===== config.mk =====
export PLATFORM = sky130hd
export DESIGN_NAME = master_port
export DESIGN_NICKNAME = d
export VERILOG_FILES = /design/src/rtl/master_port.sv
export SDC_FILE = /design/constraint.sdc
export NUM_CORES = 1
export LEC_CHECK = 0
export CAP_MARGIN = 5
export CELL_PAD_IN_SITES_DETAIL_PLACEMENT = 1
export CELL_PAD_IN_SITES_GLOBAL_PLACEMENT = 2
export CORE_MARGIN = 10
export CORE_UTILIZATION = 32
export CTS_CLUSTER_DIAMETER = 200
export CTS_CLUSTER_SIZE = 16
export DETAILED_ROUTE_END_ITERATION = 10
export MAX_ROUTING_LAYER = met4
export PLACE_DENSITY_LB_ADDON = 0.1
export SETUP_SLACK_MARGIN = 0.05
export SYNTH_ARGS = -nofsm -noshare
export SYNTH_HDL_FRONTEND = slang
export SYNTH_SLANG_ARGS = --single-unit
export TNS_END_PERCENT = 1

===== constraint.sdc =====
create_clock -name clk -period 1.57 [get_ports clk]
set_input_delay 0.157 -clock clk [delete_from_list [all_inputs] [get_ports clk]]
set_output_delay 0.157 -clock clk [all_outputs]
set_load 0.03 [all_outputs]

===== src/rtl/master_port.sv =====
// master_port -- initiator end of the bit-serial bus.
//
// Takes one read or write at a time from a local device, requests the bus
// from the arbiter, shifts the address (and write data) out LSB first, and
// collects serial read data returned by the addressed slave_port.
//
// Ports
//   clk, rstn            clock; asynchronous active-low reset
//   dvalid/dwen/daddr/dwdata   device request (sampled only while dready=1)
//   dready               port idle; request accepted this cycle if dvalid
//   dack                 1-cycle completion pulse
//   drdata               read data, valid with dack and held afterwards
//   derr                 1-cycle pulse with dack on read timeout abort
//   mbreq / mbgrant      arbiter handshake
//   msready / msplit     target slave ready / split indication
//   mwdata/mmode/mvalid  serial address/write data, direction, bit strobe
//   mrdata / msvalid     serial read data and its per-bit strobe
//
// Build option
//   MASTER_PORT_TIMEOUT_EN  when defined, a read that sees no msvalid for
//                           TIMEOUT consecutive cycles is aborted with
//                           dack=derr=1 and drdata=0. When undefined the
//                           read waits indefinitely and derr is tied 0.

module master_port #(
   parameter int unsigned ADDR_WIDTH = 12,
   parameter int unsigned DATA_WIDTH = 8,
   parameter int unsigned TIMEOUT    = 64
) (
   input  logic                  clk,
   input  logic                  rstn,
   input  logic                  dvalid,
   input  logic                  dwen,
   input  logic [ADDR_WIDTH-1:0] daddr,
   input  logic [DATA_WIDTH-1:0] dwdata,
   output logic                  dready,
   output logic                  dack,
   output logic [DATA_WIDTH-1:0] drdata,
   output logic                  derr,
   output logic                  mbreq,
   input  logic                  mbgrant,
   input  logic                  msready,
   input  logic                  msplit,
   output logic                  mwdata,
   output logic                  mmode,
   output logic                  mvalid,
   input  logic                  mrdata,
   input  logic                  msvalid
);

   localparam int unsigned CNT_MAX = (ADDR_WIDTH > DATA_WIDTH) ? ADDR_WIDTH : DATA_WIDTH;
   localparam int unsigned CNT_W   = $clog2(CNT_MAX + 1);

   typedef enum logic [2:0] {
      ST_IDLE,
      ST_REQ,
      ST_ADDR,
      ST_WGAP,
      ST_WDATA,
      ST_RWAIT,
      ST_DONE
   } state_t;

   state_t                state_q,  state_d;
   logic [ADDR_WIDTH-1:0] addr_q,   addr_d;
   logic [DATA_WIDTH-1:0] wdata_q,  wdata_d;
   logic [DATA_WIDTH-1:0] rdata_q,  rdata_d;
   logic                  mode_q,   mode_d;
   logic [CNT_W-1:0]      bitcnt_q, bitcnt_d;
   logic                  dready_q, dready_d;
   logic                  dack_q,   dack_d;
   logic [DATA_WIDTH-1:0] drdata_q, drdata_d;
   logic                  mbreq_q,  mbreq_d;
   logic                  mwdata_q, mwdata_d;
   logic                  mmode_q,  mmode_d;
   logic                  mvalid_q, mvalid_d;

`ifdef MASTER_PORT_TIMEOUT_EN
   localparam int unsigned TO_W = $clog2(TIMEOUT + 1);
   logic [TO_W-1:0]       tcnt_q,   tcnt_d;
   logic                  derr_q,   derr_d;
`endif

   // -----------------------------------------------------------------
   // Next-state and registered-output logic
   // -----------------------------------------------------------------
   always_comb begin
      state_d  = state_q;
      addr_d   = addr_q;
      wdata_d  = wdata_q;
      rdata_d  = rdata_q;
      mode_d   = mode_q;
      bitcnt_d = bitcnt_q;
      dack_d   = 1'b0;
      drdata_d = drdata_q;
      mbreq_d  = mbreq_q;
      mwdata_d = mwdata_q;
      mmode_d  = mmode_q;
      mvalid_d = mvalid_q;
`ifdef MASTER_PORT_TIMEOUT_EN
      tcnt_d   = tcnt_q;
      derr_d   = 1'b0;
`endif

      case (state_q)
         ST_IDLE: begin
            if (dvalid) begin
               addr_d   = daddr;
               wdata_d  = dwdata;
               mode_d   = dwen;
               rdata_d  = '0;
               mbreq_d  = 1'b1;
               state_d  = ST_REQ;
            end
         end

         ST_REQ: begin
            if (mbgrant && msready) begin
               // First address bit goes out on the same edge as the grant.
               mwdata_d = addr_q[0];
               addr_d   = addr_q >> 1;
               mmode_d  = mode_q;
               mvalid_d = 1'b1;
               bitcnt_d = '0;
               state_d  = ST_ADDR;
            end
         end

         ST_ADDR: begin
            // bitcnt_q is the index of the bit currently on mwdata.
            if (bitcnt_q == CNT_W'(ADDR_WIDTH - 1)) begin
               mvalid_d = 1'b0;
               mwdata_d = 1'b0;
               bitcnt_d = '0;
               state_d  = mode_q ? ST_WGAP : ST_RWAIT;
            end else begin
               mwdata_d = addr_q[0];
               addr_d   = addr_q >> 1;
               bitcnt_d = bitcnt_q + 1'b1;
            end
         end

         ST_WGAP: begin
            mwdata_d = wdata_q[0];
            wdata_d  = wdata_q >> 1;
            mvalid_d = 1'b1;
            bitcnt_d = '0;
            state_d  = ST_WDATA;
         end

         ST_WDATA: begin
            if (bitcnt_q == CNT_W'(DATA_WIDTH - 1)) begin
               mvalid_d = 1'b0;
               mwdata_d = 1'b0;
               bitcnt_d = '0;
               dack_d   = 1'b1;
               mbreq_d  = 1'b0;
               state_d  = ST_DONE;
            end else begin
               mwdata_d = wdata_q[0];
               wdata_d  = wdata_q >> 1;
               bitcnt_d = bitcnt_q + 1'b1;
            end
         end

         ST_RWAIT: begin
            if (msplit) begin
               mbreq_d = 1'b0;
            end
            if (msvalid) begin
               // Bits arrive LSB first; shifting in at the MSB leaves each
               // bit at its own index once the last one has arrived.
               rdata_d = {mrdata, rdata_q[DATA_WIDTH-1:1]};
`ifdef MASTER_PORT_TIMEOUT_EN
               tcnt_d  = '0;
`endif
               if (bitcnt_q == CNT_W'(DATA_WIDTH - 1)) begin
                  bitcnt_d = '0;
                  drdata_d = rdata_d;
                  dack_d   = 1'b1;
                  mbreq_d  = 1'b0;
                  state_d  = ST_DONE;
               end else begin
                  bitcnt_d = bitcnt_q + 1'b1;
               end
            end
`ifdef MASTER_PORT_TIMEOUT_EN
            else if (tcnt_q == TO_W'(TIMEOUT - 1)) begin
               tcnt_d   = '0;
               bitcnt_d = '0;
               drdata_d = '0;
               dack_d   = 1'b1;
               derr_d   = 1'b1;
               mbreq_d  = 1'b0;
               state_d  = ST_DONE;
            end else begin
               tcnt_d = tcnt_q + 1'b1;
            end
`endif
         end

         ST_DONE: begin
            state_d = ST_IDLE;
         end

         default: begin
            state_d = ST_IDLE;
         end
      endcase

      dready_d = (state_d == ST_IDLE);
   end

   // -----------------------------------------------------------------
   // State registers
   // -----------------------------------------------------------------
   always_ff @(posedge clk or negedge rstn) begin
      if (!rstn) begin
         state_q  <= ST_IDLE;
         addr_q   <= '0;
         wdata_q  <= '0;
         rdata_q  <= '0;
         mode_q   <= 1'b0;
         bitcnt_q <= '0;
         dready_q <= 1'b1;
         dack_q   <= 1'b0;
         drdata_q <= '0;
         mbreq_q  <= 1'b0;
         mwdata_q <= 1'b0;
         mmode_q  <= 1'b0;
         mvalid_q <= 1'b0;
      end else begin
         state_q  <= state_d;
         addr_q   <= addr_d;
         wdata_q  <= wdata_d;
         rdata_q  <= rdata_d;
         mode_q   <= mode_d;
         bitcnt_q <= bitcnt_d;
         dready_q <= dready_d;
         dack_q   <= dack_d;
         drdata_q <= drdata_d;
         mbreq_q  <= mbreq_d;
         mwdata_q <= mwdata_d;
         mmode_q  <= mmode_d;
         mvalid_q <= mvalid_d;
      end
   end

`ifdef MASTER_PORT_TIMEOUT_EN
   always_ff @(posedge clk or negedge rstn) begin
      if (!rstn) begin
         tcnt_q <= '0;
         derr_q <= 1'b0;
      end else begin
         tcnt_q <= tcnt_d;
         derr_q <= derr_d;
      end
   end

   assign derr = derr_q;
`else
   assign derr = 1'b0;
`endif

   assign dready = dready_q;
   assign dack   = dack_q;
   assign drdata = drdata_q;
   assign mbreq  = mbreq_q;
   assign mwdata = mwdata_q;
   assign mmode  = mmode_q;
   assign mvalid = mvalid_q;

endmodule


==> out/metrics.yaml <==
synth-simple-area-share: 0.1334
gp_congestion: 0.7456
worst_hold_path_type: "in -> async"
reg2reg_from: "state_q[1]"
failed_checks: "setup timing"
clock-sinks: 49
mappedNetlistArea_um2: 2579
setup_viol: 36
grt_overflow: 0
syn_nets: 243
crit_end: "wdata_q[3]"
clock_path_buffers: 2
grt_usage: 0.1132
seq_area_frac_synth: 0.4760
root_buffer: "clkbuf_8"
area_growth_pct: 39.35
critPathLaunchType: "flip-flop"
antenna_found_initial: 0
fin_ws_ns: -0.2212
fin_crit_ns: 1.791
muxShareOfSynthArea: 0.2242
synth-xor-area-share: 0.003396
numCtsBuffers: 5
syn_avg_cell_area_um2: 12.11
p_leak_nw: 1.678
multi_input_area_um2: 1319
ys_warn_count: 0
grt_pass1_wl_um: 10450
synth_seq_cells: 49
die-area_um2: 12050
power.ir.vdd_worst_uv: 695.8
synth_cell_types: 47
fin_skew_ns: 0.005988
wl_um: 6358
cp.arrival_ns: 1.99
rows: 32
timing.hold.ws_ns: 0.2903
synth_top_family_by_area: "multiplexers"
place_hpwl_um: 4871
rrSetupSlack_ns: -0.22
status: "finished, violations left"
cts_tree: "built"
vias_per_cell: 4.756
antenna_left: 0
htreeDepth: 2
vias: 1874
wl_per_cell_um: 16.14
tns_ns: -5.380
num_io_pins: 44
required_ns: 1.77
final-max-slew-violation-count: 0
fin_crit_sh: 1.141
maxCapViolCount: 0
hold_violations: 0
netlist_instances: 213
clkTransAtPathRegs_ns: 0.10
grt_setup_unrepaired: "yes"
r2r-end: "wdata_q[3]"
end_kind: "flip-flop"
synth_compound_area_frac: 0.1072
antenna_cells: 0
worstSkewPairLatency_ns: 0.30
worstPathMaxFanout: 8
die_h_um: 109.8
placed_cells: 383
start_util: 0.3320
grt_pass1_vias: 2058
grt_max_degree: 37
rr_worst_depth: 6
critPathKind: "reg -> reg"
drive_above_1_share: 0.4247
fmax_mhz: 558.3
numPortBuffers: 42
drc_errors: 0
regArea_um2: 1231
drt-pass1-iter-count: 4
drt_iter0_markers: 52
p_total_w: 0.006259
layout.nets: 321
fp.coreArea_um2: 7767
cp-startpoint: "state_q[1]"
nFillCells: 844
power.density_nw_per_um2: 1742
chipWidth_um: 109.8
synth_fa_ha_area_frac: 0.004852
stdcell_count: 394
final_util: 0.4626
-- layer usage --
metal / wire length, µm / track usage / vias to the layer above
met2: 3103 / 0.1899 / 31
met3: 185 / 0.02282 / 6
met4: 70 / 0.03067 / 0
met1: 2997 / 0.1351 / 918
li1: - / - / 919
met5: 0 / - / -
-- how the worst min path moves through the flow --
| stage | end | slack, ns | cells past startpoint |
|---|---|---|---|
| floorplan | addr_q[0] | -0.14 | 0 |
| global placement | dack | 0.09 | 1 |
| detailed placement | dack | 0.09 | 1 |
| CTS | bitcnt_q[2] | 0.29 | 2 |
| global route | addr_q[7] | 0.33 | 2 |
| finish | bitcnt_q[2] | 0.29 | 2 |
-- cells in the final DEF (no fill, tap or decap), types with 6 or more instances in the layout --
master	instances
dfrtp_1	45
mux2_2	33
buf_4	33
clkdlybuf4s50_1	29
nand2_1	19
mux2_4	15
nor2_1	10
o21ai_1	9
dlymetal6s2s_1	7
a21oi_1	6
-- Yosys cell counts (all sizes together) --
cell,number,area [µm²]
dfrtp,48,1201
mux2,48,578.1
nand2,20,77.58
o21ai,14,70.06
buf,13,120.1
nor2,13,53.80
a21oi,9,63.82
nand3,5,25.02
or3b,4,35.04
and3b,3,26.28
nor3,3,15.01
o22a,3,27.53
a31oi,2,12.51
and2b,2,15.01
and3,2,12.51
inv,2,7.510
nand2b,2,12.51
nand3b,2,15.01
nor4bb,2,35.03
a211oi,1,7.510
a21boi,1,7.510
a21o,1,7.510
a221o,1,10.01
a22o,1,8.760
a32oi,1,16.27
conb,1,3.750
dfstp,1,26.28
ha,1,12.51
nor2b,1,6.260
nor4b,1,8.760
o221ai,1,8.760
o22ai,1,20.02
o311ai,1,16.27
or3,1,6.260
xnor2,1,8.760
-- cell type report --
type,instances,area share
Sequential cell,49,0.3426
Multi-Input combinational cell,149,0.3670
Inverter,2,0.002089
Clock buffer,5,0.01915
Timing Repair Buffer,84,0.2277
Tap cell,102,0.03552
Clock inverter,3,0.005919
-- registers in the layout, summed over array words and instances (netlist names), 3 cells and up --
name and flops:
wdata_q 8, drdata 8, bitcnt_q 4, addr_q 12
state_q 3, rdata_q 7
-- worst max-delay path: stages, from the launching register on --
cell     delay (ns)
dfrtp_2        0.47
buf_6          0.16
or3b_4         0.38
a21oi_4        0.18
a21oi_4        0.05
buf_12         0.15
mux2_4         0.29
-- cell families (layout without fill, tap and decap cells) --
logic type / after synthesis / count (layout)
AND/OR/NAND/NOR: 61 / 61
AO/OA/AOI/OAI: 37 / 37
other: 1 / 1
adder cells (fa/ha/maj): 1 / 1
buffers and inverters: 15 / 94
flip-flops: 49 / 49
multiplexers: 48 / 48
XOR/XNOR: 1 / 1
-- power breakdown --
part           internal [W]  switching [W]  leakage, nW
clock              0.000317       0.000454       0.0445
sequential          0.00170       0.000305        0.618
combinational       0.00203        0.00145         1.02
-- through the flow --
step	setup slack (ns)	area [µm²]
3_5_place_dp	-0.2560	3347
3_3_place_gp	-0.2651	3347
5_1_grt	-0.2952	3593
6_report	-0.2212	3593
4_1_cts	-0.2131	3511
2_1_floorplan	-0.07571	2581
-- timing repair --
item | 4_1_cts | 5_1_grt
hold buffers | 1 | 0
pin swaps | 7 | 8
setup endpoints to repair | 51 | 55
endpoints found under the hold margin | 13 | 0
resized for setup | 17 | 23
buffers inserted | 2 | 0
Power figures use the tool's default switching activity.
